**src/rtl/mem_ctrl.sv**
```systemverilog
// rtl/mem_ctrl.sv - byte-serial RAM controller arbitrating icache line fills and data accesses
module mem_ctrl #(
    parameter int         BLOCK_WIDTH = 4,
    parameter logic [1:0] IO_HI       = 2'b11
) (
    input  logic                          clkIn,
    input  logic                          resetIn,
    input  logic [7:0]                    memDin,
    output logic [7:0]                    memDout,
    output logic [31:0]                   memAddr,
    output logic                          memWr,
    input  logic                          ioBufferFull,
    input  logic                          instrMiss,
    input  logic [31-BLOCK_WIDTH:0]       instrAddr,
    output logic                          icacheValid,
    output logic [31-BLOCK_WIDTH:0]       icacheAddr,
    output logic [8*(2**BLOCK_WIDTH)-1:0] icacheData,
    input  logic                          dataReq,
    input  logic                          dataWrite,
    input  logic [1:0]                    dataSize,
    input  logic [31:0]                   dataAddr,
    input  logic [31:0]                   dataIn,
    output logic                          dataDone,
    output logic [31:0]                   dataOut
);

    localparam int             LINE  = 2**BLOCK_WIDTH;
    localparam int             CW    = BLOCK_WIDTH + 1;
    localparam logic [CW-1:0]  ONE   = CW'(1);
    localparam logic [CW-1:0]  NLINE = CW'(LINE);

    typedef enum logic [2:0] {IDLE, IFETCH, DREAD, DWRITE, DONE} state_t;

    state_t                    state_q;
    logic                      last_grant_q;
    logic [CW-1:0]             k_q;
    logic [CW-1:0]             n_q;
    logic [31:0]               base_q;
    logic [31:0]               wdata_q;
    logic [31:0]               mem_addr_q;
    logic [7:0]                mem_dout_q;
    logic                      icache_valid_q;
    logic [31-BLOCK_WIDTH:0]   icache_addr_q;
    logic [8*LINE-1:0]         icache_data_q;
    logic                      data_done_q;
    logic [31:0]               data_out_q;

    logic [CW-1:0]             k_inc;
    logic [BLOCK_WIDTH-1:0]    cap_idx;
    logic [CW-1:0]             size_n;
    logic                      stall;

    assign k_inc   = k_q + ONE;
    // Byte captured this cycle is the one whose address went out last cycle.
    assign cap_idx = k_q[BLOCK_WIDTH-1:0] - ONE[BLOCK_WIDTH-1:0];
    assign stall   = (mem_addr_q[17:16] == IO_HI) && ioBufferFull;

    // Decode access size; the illegal code 11 behaves as a word.
    always_comb begin
        size_n = CW'(4);
        case (dataSize)
            2'b00:   size_n = CW'(1);
            2'b01:   size_n = CW'(2);
            default: size_n = CW'(4);
        endcase
    end

    // Arbitration, byte sequencing, assembly and completion pulses.
    always_ff @(posedge clkIn) begin
        if (!resetIn) begin
            state_q        <= IDLE;
            last_grant_q   <= 1'b0;
            k_q            <= '0;
            n_q            <= '0;
            base_q         <= '0;
            wdata_q        <= '0;
            mem_addr_q     <= '0;
            mem_dout_q     <= '0;
            icache_valid_q <= 1'b0;
            icache_addr_q  <= '0;
            icache_data_q  <= '0;
            data_done_q    <= 1'b0;
            data_out_q     <= '0;
        end else begin
            icache_valid_q <= 1'b0;
            data_done_q    <= 1'b0;
            case (state_q)
                IDLE: begin
                    if (dataReq && (!instrMiss || last_grant_q)) begin
                        base_q       <= dataAddr;
                        mem_addr_q   <= dataAddr;
                        n_q          <= size_n;
                        wdata_q      <= dataIn;
                        mem_dout_q   <= dataIn[7:0];
                        data_out_q   <= '0;
                        k_q          <= '0;
                        last_grant_q <= 1'b0;
                        state_q      <= dataWrite ? DWRITE : DREAD;
                    end else if (instrMiss) begin
                        base_q        <= {instrAddr, {BLOCK_WIDTH{1'b0}}};
                        mem_addr_q    <= {instrAddr, {BLOCK_WIDTH{1'b0}}};
                        n_q           <= NLINE;
                        icache_addr_q <= instrAddr;
                        k_q           <= '0;
                        last_grant_q  <= 1'b1;
                        state_q       <= IFETCH;
                    end
                end
                IFETCH, DREAD: begin
                    if (k_q != '0) begin
                        if (state_q == IFETCH)
                            icache_data_q[{cap_idx, 3'b000} +: 8] <= memDin;
                        else
                            data_out_q[{cap_idx[1:0], 3'b000} +: 8] <= memDin;
                    end
                    if (k_q == n_q) begin
                        state_q <= DONE;
                        if (state_q == IFETCH)
                            icache_valid_q <= 1'b1;
                        else
                            data_done_q <= 1'b1;
                    end else begin
                        k_q <= k_inc;
                        if (k_inc < n_q)
                            mem_addr_q <= base_q + {{(32-CW){1'b0}}, k_inc};
                    end
                end
                DWRITE: begin
                    if (!stall) begin
                        if (k_inc == n_q) begin
                            state_q     <= DONE;
                            data_done_q <= 1'b1;
                        end else begin
                            k_q        <= k_inc;
                            mem_addr_q <= base_q + {{(32-CW){1'b0}}, k_inc};
                            mem_dout_q <= wdata_q[{k_inc[1:0], 3'b000} +: 8];
                        end
                    end
                end
                DONE: begin
                    state_q <= IDLE;
                end
                default: begin
                    state_q <= IDLE;
                end
            endcase
        end
    end

    assign memWr       = (state_q == DWRITE) && !stall;
    assign memAddr     = mem_addr_q;
    assign memDout     = mem_dout_q;
    assign icacheValid = icache_valid_q;
    assign icacheAddr  = icache_addr_q;
    assign icacheData  = icache_data_q;
    assign dataDone    = data_done_q;
    assign dataOut     = data_out_q;

endmodule

```
**config.mk**
```make
export PLATFORM = sky130hd
export DESIGN_NAME = mem_ctrl
export DESIGN_NICKNAME = d
export VERILOG_FILES = /design/src/rtl/mem_ctrl.sv
export SDC_FILE = /design/constraint.sdc
export NUM_CORES = 1
export LEC_CHECK = 0
export CORE_MARGIN = 1.5
export CORE_UTILIZATION = 33
export CTS_CLUSTER_SIZE = 25
export DETAILED_ROUTE_END_ITERATION = 6
export PLACE_DENSITY = 0.6
export SLEW_MARGIN = 20
export SYNTH_ARGS = -nofsm -noshare
export SYNTH_HDL_FRONTEND = slang
export SYNTH_SLANG_ARGS = --single-unit
export TNS_END_PERCENT = 10
```
**constraint.sdc**
```tcl
create_clock -name clkIn -period 2.75 [get_ports clkIn]
set_input_delay 0.55 -clock clkIn [delete_from_list [all_inputs] [get_ports clkIn]]
set_output_delay 0.55 -clock clkIn [all_outputs]
set_load 0.03 [all_outputs]
```
==> run metrics <==
chip height 208 µm; r2r setup slk 0.12 ns; Port Buffer Count 338; worst min-delay path category flop to flop; Root Driver clkbuf_16; DR iter-0 viols 662; Netlist cell types 68; register area 6130 µm²; number of global-route vias before repair 12100; drc violations 0; largest area contributor in the netlist dfxtp_1; Skew-Pair Late Insertion Delay 0.55 ns; via count 12300; worst ir drop on vdd 0.000511 V; Core Area 41100 µm²; final hold violation count 0; GPL Wtd Cong 0.808; fmax 381 MHz; Clock transition at path regs 0.06 ns; Crit Path Class flop to flop; Yosys top cell area share 0.443; dpl hpwl 32200 µm; Seq/Total Area, Yosys 0.443; area grow syn2layout 40.2%; CP Capture Type flop; mapped cell area 13800 µm²; async set or reset register ratio after synthesis 0; Cells after Synth 1561; ANT nets after route 0; first-pass iteration count of the detailed router 5; total setup buffers inserted after CTS 0; H-tree level count 2; hold depth 2; CTS Hold Bufs 0; IO Pins 339; fill cell count 3939; Synth area leaders dfxtp_1 (44%), nand2_1 (12%), mux2i_1 (10%); Synth Warn # 0; RSZ-0062 raised after global routing true; count of final max-slew check failures 0; gr ovfl total 0; Global Route Usage Sum 0.203; crit path DAT 3.05 ns; DRT Wirelength 44600 µm; Post-synth EDFFs 0; # setup viols final 0; Routed wire per std cell 18.2 µm; startpoint types flop; Leak Pwr 7.72 nW; TritonCTS clock tree built; r2r startpoint k_q[0]$_SDFFE_PN0P_; Initial Util 0.336; worst reg-to-reg path cell count 11; share of cells above drive strength 1 0.0967; first-pass GRT wire length 69800 µm; CP Data Required Time 3.17 ns; area taken by multi-input logic gates 7280 µm²; capturing point of the worst reg2reg path memAddr[10]$_SDFFE_PN0P_; Max Cap Viol 0; Hold Crit Start icacheData[58]$_SDFFE_PN0P_; Pwr Total 0.0160 W; dominant synthesized flop cell dfxtp_1; critical path fanouts, max 11; Syn Nets 1686; die area 43100 µm²; Die W 208 µm; fin crit period 2.63 ns; Max-slew headroom 0.396; register bit count reported by yosys 306; row cnt 74; largest net degree at the start of global routing 73; placed cell count 2379; vias per inst 5.02; outcome complete, no violations; worst-margin pin slew 0.906 ns; worst-case clock buffer depth 3; fin nets 2012; final worst-path cycle share 0.955; initial antenna violation count 4; skew final 0.0127 ns; Num CTS Buffers 37; Synth Area per Inst 8.85 µm²; Post-Layout Cell Count 2448; P per Cell Area 827 nW/µm²; Sink Count 306; TNS Setup 0 ns; Worst Hold End icacheData[58]$_SDFFE_PN0P_
synthesized netlist by cell type (5+ instances only):
cell       count
nand2_2        7
nand3_1       86
nand2_1      429
or2_0          7
nor2b_1       22
a22oi_1        6
ha_1          16
nand4_1       20
a21oi_1        9
and4_1         6
nor4_1         5
mux2i_1      141
o2111ai_1     17
nor2_1        30
a32oi_1        8
inv_1          9
dfxtp_1      306
o21ai_0       27
xnor2_1       23
buf_2         14
clkbuf_1      84
mux4_2         8
nor3_1        10
a21boi_0      88
buf_1         13
and2_1        22
xor2_1        14
o211ai_1      11
o211a_1       37
and3_1        12
how the worst max path moves through the flow:
stage                              startpoint                           to  depth (start not counted)
after detailed placement  k_q[1]$_SDFFE_PN0P_  icacheData[97]$_SDFFE_PN0P_                          8
after global routing      k_q[0]$_SDFFE_PN0P_     memAddr[29]$_SDFFE_PN0P_                         11
final                     k_q[0]$_SDFFE_PN0P_     memAddr[10]$_SDFFE_PN0P_                         11
after floorplan           k_q[0]$_SDFFE_PN0P_      memAddr[3]$_SDFFE_PN0P_                         11
after global placement    k_q[1]$_SDFFE_PN0P_  icacheData[78]$_SDFFE_PN0P_                          8
after CTS                 k_q[1]$_SDFFE_PN0P_      memAddr[1]$_SDFFE_PN0P_                         10
stage by stage:
| step | utilization | hold slack, ns | setup slack [ns] | instance area [µm²] |
|---|---|---|---|---|
| 2_1_floorplan | - | 0.440 | 0.000720 | 13800 |
| 3_3_place_gp | 0.438 | 0.441 | -0.0129 | 18000 |
| 3_5_place_dp | 0.438 | 0.445 | -0.0938 | 18000 |
| 4_1_cts | 0.468 | 0.417 | -0.0198 | 19200 |
| 5_1_grt | 0.471 | 0.454 | -0.0404 | 19400 |
| 6_report | 0.471 | 0.452 | 0.123 | 19400 |
flip-flops by register name, summed over array words and instances, names as in the netlist, 3 cells and up:
register    cells
state_q         3
icacheData    128
wdata_q        32
k_q             5
icacheAddr     28
memDout         8
base_q         32
n_q             4
memAddr        32
dataOut        32
cells in the final DEF, fill, tap and decap left out, types with 6 or more instances in the layout:
cell type and n:
o211ai_1 11, nand3_1 86, clkbuf_8 7, a22oi_1 6, nand2_2 7, a32oi_1 8
xor2_1 13, clkinv_2 7, o211a_1 36, a21boi_0 86, buf_12 11, mux2i_1 141
ha_1 11, o21ai_0 27, a21oi_1 9, nand4_1 20, inv_1 9, mux4_2 8
dfxtp_1 304, nor3_1 9, o2111ai_1 17, clkbuf_16 38, and4_1 6, and2_1 22
buf_4 56, or2_0 7, clkdlybuf4s50_1 336, nor2b_1 20, nand2_1 429, xnor2_1 22
and3_1 12, nor2_1 30, clkbuf_1 6
worst max-delay path, cell delays in order (launching register included):
cell and delay (ns):
dfxtp_2 0.34, inv_1 0.22, ha_4 0.28, ha_1 0.30, nor2b_1 0.14, o21a_1 0.17
o41ai_2 0.31, o211ai_1 0.21, buf_4 0.20, buf_4 0.17, nand3_1 0.08, o21ai_0 0.07
logic make-up (layout without fill, tap and decap cells):
group                      count (synthesis)  in the layout  share of synthesized area
AOI/OAI and AO/OA                        236            236                      0.132
and+or+nand+nor                          687            687                      0.227
DFF                                      306            306                      0.443
muxes                                    150            150                      0.116
xor gates and xnor gates                  38             38                     0.0255
adders and majority gates                 17             17                     0.0159
other                                      0              2                          0
buffers and inverters                    127            480                     0.0397
routing by layer:
| layer | track usage | up-vias | part of all wire | wire length (µm) |
|---|---|---|---|---|
| li1 | - | 6028 | - | - |
| met1 | 0.254 | 5828 | 0.44 | 19500 |
| met2 | 0.345 | 364 | 0.48 | 21400 |
| met3 | 0.0486 | 61 | 0.061 | 2710 |
| met4 | 0.0631 | 4 | 0.021 | 941 |
| met5 | 0 | - | 0.00074 | 33 |
power breakdown:
group	internal, W	switching, W	total (W)
combinational	0.00225	0.00350	0.00575
sequential	0.00498	0.000437	0.00542
clock	0.00287	0.00199	0.00486
total	0.0101	0.00593	0.0160
timing repair:
action | in CTS | in global routing
cloned | 0 | 1
pin swaps | 0 | 2
resized for setup | 4 | 21
endpoints found under the setup margin | 54 | 96
area by class of cell:
type                    count  share of cell area
diodes                      2            0.000258
clock buffers              50              0.0539
clock inverters            16             0.00865
inverters                   9             0.00174
multi-input cells        1128               0.376
flip-flops and latches    306               0.316
well taps                 532              0.0344
repair buffers            405               0.209
Note: power is estimated with default switching activity, not from simulation.
